$ cat config.mk
export PLATFORM = sky130hd
export DESIGN_NAME = img_job_sched
export DESIGN_NICKNAME = d
export VERILOG_FILES = /design/src/rtl/img_sched_pkg.sv /design/src/rtl/job_fifo.sv /design/src/rtl/img_job_sched.sv
export SDC_FILE = /design/constraint.sdc
export NUM_CORES = 1
export LEC_CHECK = 0
export CAP_MARGIN = 0
export CELL_PAD_IN_SITES_DETAIL_PLACEMENT = 1
export CELL_PAD_IN_SITES_GLOBAL_PLACEMENT = 2
export CORE_ASPECT_RATIO = 0.8
export CORE_MARGIN = 2
export CORE_UTILIZATION = 40
export CTS_CLUSTER_DIAMETER = 120
export DETAILED_ROUTE_END_ITERATION = 8
export PLACE_DENSITY_LB_ADDON = 0.12
export SYNTH_ARGS = -nofsm -noshare
export SYNTH_HDL_FRONTEND = slang
export SYNTH_SLANG_ARGS = --single-unit
$ cat constraint.sdc
create_clock -name clk -period 3.6 [get_ports clk]
set_input_delay 0.9 -clock clk [delete_from_list [all_inputs] [get_ports clk]]
set_output_delay 0.9 -clock clk [all_outputs]
set_load 0.05 [all_outputs]
$ cat src/rtl/img_sched_pkg.sv
// Shared types and constants for the image-engine job scheduler.
package img_sched_pkg;

  localparam int IMG_DIM = 64;

  typedef enum logic [1:0] {
    OP_BLUR    = 2'd0,
    OP_MIRROR  = 2'd1,
    OP_ROTATE  = 2'd2,
    OP_ILLEGAL = 2'd3
  } op_e;

  typedef enum logic [2:0] {
    IDLE,
    ISSUE,
    WAIT,
    SWAP,
    ABORT
  } state_e;

  // Queue entry: engine op plus the "swap banks when finished" flag.
  typedef struct packed {
    logic [1:0] op;
    logic       chain;
  } job_t;

endpackage

$ cat src/rtl/job_fifo.sv
// Small synchronous FIFO with flush; head entry is readable without a pop.
module job_fifo #(
  parameter int DEPTH = 4,
  parameter int W     = 3
) (
  input  logic         clk,
  input  logic         rst_n,
  input  logic         push,
  input  logic         pop,
  input  logic         flush,
  input  logic [W-1:0] wdata,
  output logic [W-1:0] rdata,
  output logic         full,
  output logic         empty
);

  localparam int AW = $clog2(DEPTH);

  // Pointers carry one extra wrap bit to tell full from empty.
  logic [AW:0]  wr_q;
  logic [AW:0]  rd_q;
  logic [W-1:0] mem_q [DEPTH];

  logic do_push;
  logic do_pop;

  assign do_push = push && !full && !flush;
  assign do_pop  = pop && !empty && !flush;

  always_ff @(posedge clk or negedge rst_n) begin
    if (!rst_n) begin
      wr_q <= '0;
      rd_q <= '0;
    end else if (flush) begin
      wr_q <= '0;
      rd_q <= '0;
    end else begin
      if (do_push) wr_q <= wr_q + (AW+1)'(1);
      if (do_pop)  rd_q <= rd_q + (AW+1)'(1);
    end
  end

  always_ff @(posedge clk) begin
    if (do_push) mem_q[wr_q[AW-1:0]] <= wdata;
  end

  assign rdata = mem_q[rd_q[AW-1:0]];
  assign empty = (wr_q == rd_q);
  assign full  = (wr_q[AW] != rd_q[AW]) && (wr_q[AW-1:0] == rd_q[AW-1:0]);

endmodule

$ cat src/rtl/img_job_sched.sv
// Issues queued jobs to the image engine one at a time, ping-pongs the image
// banks on chained completions and aborts jobs that overrun the watchdog.
module img_job_sched
  import img_sched_pkg::*;
#(
  parameter int FIFO_DEPTH  = 4,
  parameter int TIMEOUT_CYC = 32768,
  parameter int TMR_W       = 16
) (
  input  logic        clk,
  input  logic        rst_n,
  input  logic        job_valid,
  input  logic [1:0]  job_op,
  input  logic        job_chain,
  output logic        job_ready,
  output logic        eng_start,
  output logic [1:0]  eng_op,
  input  logic        eng_done,
  output logic        eng_abort,
  output logic        rd_bank,
  output logic        wr_bank,
  output logic        busy,
  output logic        job_done,
  output logic [15:0] jobs_done,
  output logic        err_op,
  output logic        err_timeout,
  input  logic        err_clr
);

  localparam logic [TMR_W-1:0] TMO_LAST = TMR_W'(TIMEOUT_CYC - 1);

  state_e      state_q, state_d;
  logic        eng_start_q, eng_start_d;
  logic [1:0]  eng_op_q, eng_op_d;
  logic        eng_abort_q, eng_abort_d;
  logic        job_done_q, job_done_d;
  logic        chain_q, chain_d;
  logic        buf_sel_q, buf_sel_d;
  logic [TMR_W-1:0] wd_q, wd_d;
  logic [15:0] jobs_done_q, jobs_done_d;
  logic        err_op_q, err_op_d;
  logic        err_to_q, err_to_d;

  logic fifo_full;
  logic fifo_empty;
  logic handshake;
  job_t wjob;
  job_t head;

  assign handshake = job_valid && job_ready;
  assign wjob      = '{op: job_op, chain: job_chain};

  job_fifo #(
    .DEPTH (FIFO_DEPTH),
    .W     ($bits(job_t))
  ) u_fifo (
    .clk   (clk),
    .rst_n (rst_n),
    .push  (handshake && (job_op != OP_ILLEGAL)),
    .pop   (state_q == ISSUE),
    .flush (state_q == ABORT),
    .wdata (wjob),
    .rdata (head),
    .full  (fifo_full),
    .empty (fifo_empty)
  );

  always_comb begin
    state_d     = state_q;
    eng_start_d = 1'b0;
    eng_abort_d = 1'b0;
    job_done_d  = 1'b0;
    eng_op_d    = eng_op_q;
    chain_d     = chain_q;
    buf_sel_d   = buf_sel_q;
    wd_d        = wd_q;
    jobs_done_d = jobs_done_q;
    err_op_d    = err_op_q & ~err_clr;
    err_to_d    = err_to_q & ~err_clr;

    if (handshake && (job_op == OP_ILLEGAL)) err_op_d = 1'b1;

    // Registered outputs are loaded on entry so they are valid in the state itself.
    case (state_q)
      IDLE: begin
        if (!fifo_empty) begin
          state_d     = ISSUE;
          eng_start_d = 1'b1;
          eng_op_d    = head.op;
          chain_d     = head.chain;
        end
      end
      ISSUE: begin
        wd_d    = '0;
        state_d = WAIT;
      end
      WAIT: begin
        wd_d = wd_q + TMR_W'(1);
        // wd_q == 0 marks the first WAIT cycle, where eng_done may still be stale.
        if ((wd_q != '0) && eng_done) begin
          state_d    = SWAP;
          job_done_d = 1'b1;
        end else if (wd_q == TMO_LAST) begin
          state_d     = ABORT;
          eng_abort_d = 1'b1;
          err_to_d    = 1'b1;
        end
      end
      SWAP: begin
        jobs_done_d = jobs_done_q + 16'd1;
        if (chain_q) buf_sel_d = ~buf_sel_q;
        state_d = IDLE;
      end
      ABORT: begin
        state_d = IDLE;
      end
      default: begin
        state_d = IDLE;
      end
    endcase
  end

  always_ff @(posedge clk or negedge rst_n) begin
    if (!rst_n) begin
      state_q     <= IDLE;
      eng_start_q <= 1'b0;
      eng_op_q    <= 2'd0;
      eng_abort_q <= 1'b0;
      job_done_q  <= 1'b0;
      chain_q     <= 1'b0;
      buf_sel_q   <= 1'b0;
      wd_q        <= '0;
      jobs_done_q <= 16'd0;
      err_op_q    <= 1'b0;
      err_to_q    <= 1'b0;
    end else begin
      state_q     <= state_d;
      eng_start_q <= eng_start_d;
      eng_op_q    <= eng_op_d;
      eng_abort_q <= eng_abort_d;
      job_done_q  <= job_done_d;
      chain_q     <= chain_d;
      buf_sel_q   <= buf_sel_d;
      wd_q        <= wd_d;
      jobs_done_q <= jobs_done_d;
      err_op_q    <= err_op_d;
      err_to_q    <= err_to_d;
    end
  end

  assign job_ready   = !fifo_full;
  assign busy        = (state_q != IDLE) || !fifo_empty;
  assign rd_bank     = buf_sel_q;
  assign wr_bank     = ~buf_sel_q;
  assign eng_start   = eng_start_q;
  assign eng_op      = eng_op_q;
  assign eng_abort   = eng_abort_q;
  assign job_done    = job_done_q;
  assign jobs_done   = jobs_done_q;
  assign err_op      = err_op_q;
  assign err_timeout = err_to_q;

endmodule

==> metrics.md, run 1 <==
| Metric | Value |
|---|---|
| Status | `finished, final reports clean` |
| Clock Path Buffers | `2` |
| GP Congestion | `0.731` |
| # H-tree levels | `3` |
| Pwr dens | `755 nW/um^2` |
| Yosys top cell area share | `0.428` |
| Sequential element share of the synthesized area | `0.551` |
| GRT Total Usage | `0.181` |
| Arrival time worst endpoint | `2290 ps` |
| Core area | `6990 sq um` |
| Syn-to-layout area delta | `21.4%` |
| Crit Reg-Reg Startpoint | `state_q[1]$_DFFE_PN0P_` |
| Routed vias/inst | `between 5 and 6` |
| Worst slew margin | `0.326` |
| Clk sinks | `62` |
| Fin crit period | `around 3200 ps` |
| Mean post-synth cell area | `11.7 sq um` |
| Final Slew Violations | `0` |
| Post-synth EDFFs | `12` |
| Initial drt markers | `68` |
| Antenna cells | `0` |
| Fmax | `0.313 GHz` |
| Largest family of logic cells by synthesized area | `simple AND/OR/NAND/NOR gates` |
| Avg WL per Cell | `16.4 microns` |
| I/O Buffers | `34` |
| Fin nets | `around 310` |
| Ports | `35` |
| Mapped Nets | `265` |
| Global route total overflow | `0` |
| Asr flop ratio synth | `0.806` |
| Gate Count Post-Synth | `249` |
| Number of global-route vias before repair | `2094` |
| Mapped Area | `around 2900 sq um` |
| Drt pass-1 iters | `4` |
| Hold path cells | `1` |
| Die ar. | `8010 sq um` |
| CTS root buf | `clkbuf_8` |
| RSZ-0062 raised after global routing | `false` |
| Initial Util | `0.418` |
| Tcrit/Tclk final | `0.887` |
| Die Ht | `80.5 microns` |
| CP cell instances | `xor2_1 -> or3_1 -> clkdlybuf4s50_1` |
| Yosys cell types | `47` |
| Setup WS post-layout | `408 ps` |
| First-pass GRT wire length | `10800 microns` |
| Multiplexer share of the synthesized area | `0.0693` |
| # DRC | `0` |
| Worst-margin pin slew | `1010 ps` |
| CP required | `2700 ps` |
| Adder-cell share of the synthesized area | `0.0342` |
| Reg2Reg Depth | `4` |
| Complex-gate fraction of the synthesized area | `0.0595` |
| Final hold vios | `0` |
| Yosys reg bits | `62` |
| Max Cap Viol | `0` |
| Setup CP Type | `reg2out` |
| Final setup viols | `0` |
| Synth area leader | `dfrtp_1` |
| Final HPWL from detailed placement | `between 4000 and 5000 microns` |
| Worst path slowest cell | `clkdlybuf4s50_1` |
| Leakage | `between 1.5 and 2 nW` |
| Routed Antenna Nets | `0` |
| Worst-path clk slew | `70 ps` |
| Worst Skew | `between 10 and 15 ps` |
| Simple-Gate Fraction of Synth Area | `0.193` |
| Setup TNS | `0 ps` |
| R2R setup slack | `1600 ps` |
| Maximum fanout along the worst path | `6` |
| Post-CTS sizing | `0` |
| Hold Path End | `jobs_done[15]$_DFFE_PN0N_` |
| Initial antenna violation count | `0` |
| TritonCTS buffer count | `9` |
| Post-Place Worst Slack | `762 ps` |
| Layout cells sized above 1 | `0.0878` |
| CTS tree | `built` |
| Synth Warn # | `0` |
| Largest cells by area after synthesis | `dfrtp_1 43%, edfxtp_1 12%, xnor2_1 4.8%` |
| Clk Latency, worst-skew pair | `340 ps` |
| Die W | `about 100 microns` |
| Post-CTS Hold Buffers | `0` |
| Post-Synth XOR/XNOR Area | `0.0719` |
| Crit end category | `output pin` |
| Routed WL | `6300 microns` |
| Crit path largest cell delay | `about 800 ps` |
| Row count | `27` |
| Postcts setup bufs | `0` |
| FILL cells | `741` |
| HP Start | `jobs_done[15]$_DFFE_PN0N_` |
| Reg-to-reg endpoint | `err_timeout$_DFF_PN0_` |
| Critical path launch point type | `flop` |
| Routed vias | `~2000` |
| Largest net degree at the start of global routing | `51` |
| Worst vdd ir | `0.357 mV` |
| Hold Path Class | `reg2reg` |
| Synth Flop Type | `dfrtp_1` |
-- flip-flops by register name, indices dropped and copies added (netlist names) --
name / cells
job_done: 1
u_fifo.wr_q: 3
jobs_done: 16
err_timeout: 1
eng_op: 2
rd_bank: 1
err_op: 1
u_fifo.mem_q: 12
wd_q: 16
state_q: 3
eng_start: 1
eng_abort: 1
u_fifo.rd_q: 3
chain_q: 1
-- report_power, final --
part | total, mW | switching (mW) | internal [mW]
clock network | 0.611 | 0.272 | 0.339
registers | 1.04 | 0.167 | 0.868
logic | 1.03 | 0.640 | 0.392
total | 2.68 | 1.08 | 1.60
-- worst max-delay path by stage --
stage | start | depth (start not counted) | endpoint
4_1_cts | u_fifo.rd_q[0]$_DFFE_PN0P_ | 3 | job_ready
5_1_grt | u_fifo.rd_q[0]$_DFFE_PN0P_ | 4 | busy
6_report | u_fifo.rd_q[0]$_DFFE_PN0P_ | 3 | job_ready
3_3_place_gp | u_fifo.rd_q[0]$_DFFE_PN0P_ | 3 | job_ready
3_5_place_dp | u_fifo.rd_q[0]$_DFFE_PN0P_ | 3 | job_ready
2_1_floorplan | u_fifo.rd_q[0]$_DFFE_PN0P_ | 3 | job_ready
-- cells by family (layout without fill, tap and decap cells) --
group	Yosys count	after routing
compound gates	26	26
xor+xnor	24	24
fa+ha+maj	8	8
buf+inv	13	60
flops	62	62
mux	16	16
simple gates	100	100
-- synth_stat cells (2+ instances only) --
| cell | count |
|---|---|
| nor4_4 | 2 |
| mux2_2 | 4 |
| nor3_1 | 7 |
| buf_2 | 2 |
| o21ai_1 | 2 |
| mux2i_1 | 9 |
| a21oi_1 | 4 |
| ha_1 | 8 |
| a31oi_1 | 3 |
| o21ai_0 | 6 |
| and4_1 | 4 |
| inv_1 | 9 |
| o311ai_0 | 2 |
| nor4_1 | 3 |
| and3_1 | 7 |
| mux4_2 | 3 |
| xor2_1 | 8 |
| nand2_1 | 28 |
| and2_1 | 5 |
| nand4_1 | 5 |
| dfrtp_1 | 50 |
| edfxtp_1 | 12 |
| nand3_1 | 12 |
| xnor2_1 | 16 |
| nor2_1 | 11 |
| nand2b_1 | 3 |
| nor2b_1 | 3 |
| or3_1 | 2 |
-- cells in the final DEF, fill, tap and decap left out, types with 2 or more instances in the layout --
cell type,count
or3_1,2
xnor2_1,16
nor4_1,3
nor3_1,7
mux2_2,4
clkbuf_8,10
mux2i_1,9
o311ai_0,2
and4_1,4
and2_1,5
o21ai_0,6
o21ai_1,2
nand3_1,12
nor2_1,11
and3_1,7
mux4_2,3
ha_1,8
nor2b_1,3
edfxtp_1,12
dfrtp_1,50
inv_1,9
nand2_1,28
a31oi_1,3
a21oi_1,4
nand4_1,5
clkdlybuf4s50_1,33
nand2b_1,3
xor2_1,8
nor4_4,2
-- critical path, delay by kind of cell (launching register included) --
family	cells	cell delay, ps
buf+inv	1	810
xor+xnor	1	390
flops	1	550
simple gates	1	200
-- per-stage QoR --
stage               instance area, sq um  cells  total power, mW  utilization  hold slack (ps)
finish                              3550    383             2.68        0.507              470
global route                        3550    383             2.86        0.507              506
CTS                                 3550    383             2.72        0.507              476
detailed placement                  3350    367             2.10        0.479              462
global placement                    3350    367             2.06        0.479              459
floorplan                           2920    249             1.76            -              461
-- routing by layer --
layer	global-route usage	routed length, microns
met1	0.241	3110
met2	0.278	2810
met3	0.0522	277
met4	0.0740	101
met5	0	0
-- layout make-up --
type | instances | area (sq um) | share of cell area
Sequential cell | 62 | 1610 | 0.454
Multi-Input combinational cell | 174 | 1250 | 0.353
Timing Repair Buffer | 35 | 343 | 0.0966
Clock buffer | 11 | 141 | 0.0398
Tap cell | 87 | 109 | 0.0307
Clock inverter | 5 | 57.6 | 0.0162
Inverter | 9 | 33.8 | 0.00952
(Power assumes the default switching activity.)
==> inputs of run 2 (changes only) <==
--- a/config.mk
+++ b/config.mk
@@ -14,6 +14,8 @@
 export CTS_CLUSTER_DIAMETER = 120
 export DETAILED_ROUTE_END_ITERATION = 8
 export PLACE_DENSITY_LB_ADDON = 0.12
+export REMOVE_ABC_BUFFERS = 1
 export SYNTH_ARGS = -nofsm -noshare
 export SYNTH_HDL_FRONTEND = slang
 export SYNTH_SLANG_ARGS = --single-unit
+export TNS_END_PERCENT = 30
==> run 2 against run 1 <==
  * Global-route usage decreased by 0.18 points
  * Largest power group is now combinational logic
  * Register-to-register slack hardly changed
  * Critical endpoint is now busy
  * Clock power shrank 9.5%
==> metrics.md, run 2 (same netlist as run 1, synthesis figures left out) <==
| Metric | Value |
|---|---|
| Status | `finished, final reports clean` |
| Avg WL per Cell | `16.5 microns` |
| Antenna cells | `0` |
| Initial Util | `0.418` |
| Routed WL | `~6400 microns` |
| Clk sinks | `62` |
| Commonest non-fill, non-tap cell in the layout | `dfrtp_1` |
| CP required | `2700 ps` |
| Routed vias/inst | `5.30` |
| CTS tree | `built` |
| Fin crit period | `3170 ps` |
| Worst-margin pin slew | `725 ps` |
| GP Congestion | `0.777` |
| CP cell instances | `xor2_1 -> nor3_1 -> nand2_1 -> clkdlybuf4s50_1` |
| TritonCTS buffer count | `9` |
| Global route total overflow | `0` |
| Postcts setup bufs | `0` |
| Setup WS post-layout | `432 ps` |
| Final HPWL from detailed placement | `4810 microns` |
| Initial drt markers | `~120` |
| Maximum fanout along the worst path | `6` |
| Syn-to-layout area delta | `21.3%` |
| Worst Skew | `roughly 11 ps` |
| Routed Antenna Nets | `0` |
| Worst-path clk slew | `60 ps` |
| Number of global-route vias before repair | `2092` |
| Final Slew Violations | `0` |
| I/O Buffers | `34` |
| Pwr dens | `742 nW/um^2` |
| Layout cells sized above 1 | `0.0872` |
| Die Ht | `80.5 microns` |
| Final hold vios | `0` |
| Die ar. | `8010 sq um` |
| Largest net degree at the start of global routing | `31` |
| Ports | `35` |
| Clk Latency, worst-skew pair | `330 ps` |
| Post-CTS Hold Buffers | `0` |
| Total chip power | `2.63 mW` |
| Max Cap Viol | `0` |
| Clock Path Buffers | `2` |
| Routed vias | `between 2000 and 2500` |
| Crit end category | `output pin` |
| GRT Total Usage | `0.179` |
| Buffering stage count on the worst path with inverters included | `1` |
| Row count | `27` |
| Cell family with most CP delay | `buffers and inverters` |
| Final setup viols | `0` |
| Critical path launch point type | `flop` |
| Placed insts | `369` |
| Setup TNS | `0 ps` |
| Tcrit/Tclk final | `0.880` |
| Leakage | `1.54 nW` |
| First-pass GRT wire length | `around 11000 microns` |
| Setup CP Type | `reg2out` |
| Most frequent cells in the layout | `50 x dfrtp_1, 33 x clkdlybuf4s50_1, 28 x nand2_1` |
| Die W | `99.6 microns` |
| Arrival time worst endpoint | `2270 ps` |
| Initial antenna violation count | `0` |
| Non-Filler Instances | `roughly 390` |
| Worst vdd ir | `roughly 0.48 mV` |
| CTS root buf | `clkbuf_8` |
| Fin nets | `309` |
| RSZ-0062 raised after global routing | `false` |
| Worst slew margin | `0.514` |
| Crit path largest cell delay | `800 ps` |
| # H-tree levels | `3` |
| Hold Path Class | `reg2reg` |
| Fmax | `between 0.3 and 0.4 GHz` |
| Post-CTS sizing | `0` |
| FILL cells | `~760` |
| Drt pass-1 iters | `4` |
| Worst path slowest cell | `clkdlybuf4s50_1` |
| Core area | `6990 sq um` |
| # DRC | `0` |
| Post-Place Worst Slack | `770 ps` |
## run 2: cell types whose count changed in the layout (fill, tap and decap cells not counted)
cell / change
buf_4: +2
bufinv_16: -1
clkbuf_1: +2
clkbuf_8: +2
clkinv_4: -1
clkinvlp_4: -1
inv_4: -1
## run 2: worst reg2reg max path, delay by kind of cell, from the launching register on
family	cells	cell delay, ps
compound gates	1	250
simple gates	2	510
xor+xnor	1	420
flops	1	520
## run 2: per-stage QoR
step | cell area (sq um) | util | hold WS, ps
after floorplan | 2900 | - | 461
after global placement | 3360 | 0.481 | 463
after detailed placement | 3360 | 0.481 | 467
after CTS | 3550 | 0.507 | 476
after global routing | 3550 | 0.507 | 490
final | 3550 | 0.507 | 468
## run 2: routing by layer
metal  routed length (microns)  vias to the layer above  share of wire  track usage
met5                         0                        -              0            0
met4                        46                        0         0.0072       0.0658
met3                       241                        4          0.038       0.0505
met2                      2770                       37           0.43        0.254
met1                      3310                     1011           0.52        0.260
li1                          -                      987              -            -
## run 2: report_power, final
group          total (mW)  leakage, nW  internal [mW]  switching (mW)
sequential           1.03        0.768          0.869           0.166
clock               0.553       0.0937          0.306           0.247
combinational        1.04        0.683          0.399           0.644
total                2.63         1.54           1.57            1.06
## run 2: final cells by class
type	count	area, sq um	share of cell area
clock buffer	15	176	0.0498
inverter	9	33.8	0.00953
tap	87	109	0.0307
timing repair buffer	37	358	0.101
multi-input combinational	174	1250	0.353
sequential	62	1610	0.454
clock inverter	1	5.00	0.00141
## run 2: path summary, 6_finish.rpt
check / from / endpoint / slack (ps) / cells after the start
setup / recovery: u_fifo.rd_q[0]$_DFFE_PN0P_ / busy / 430 / 4
hold / removal: jobs_done[15]$_DFFE_PN0N_ / jobs_done[15]$_DFFE_PN0N_ / 470 / 1
setup reg to reg: u_fifo.rd_q[0]$_DFFE_PN0P_ / u_fifo.mem_q[1][0]$_DFFE_PP_ / 1610 / 4
hold reg to reg: jobs_done[15]$_DFFE_PN0N_ / jobs_done[15]$_DFFE_PN0N_ / 470 / 1
max in group asynchronous: rst_n / wd_q[0]$_DFFE_PN0P_ / 2330 / 2
min in group asynchronous: rst_n / jobs_done[2]$_DFFE_PN0N_ / 520 / 1
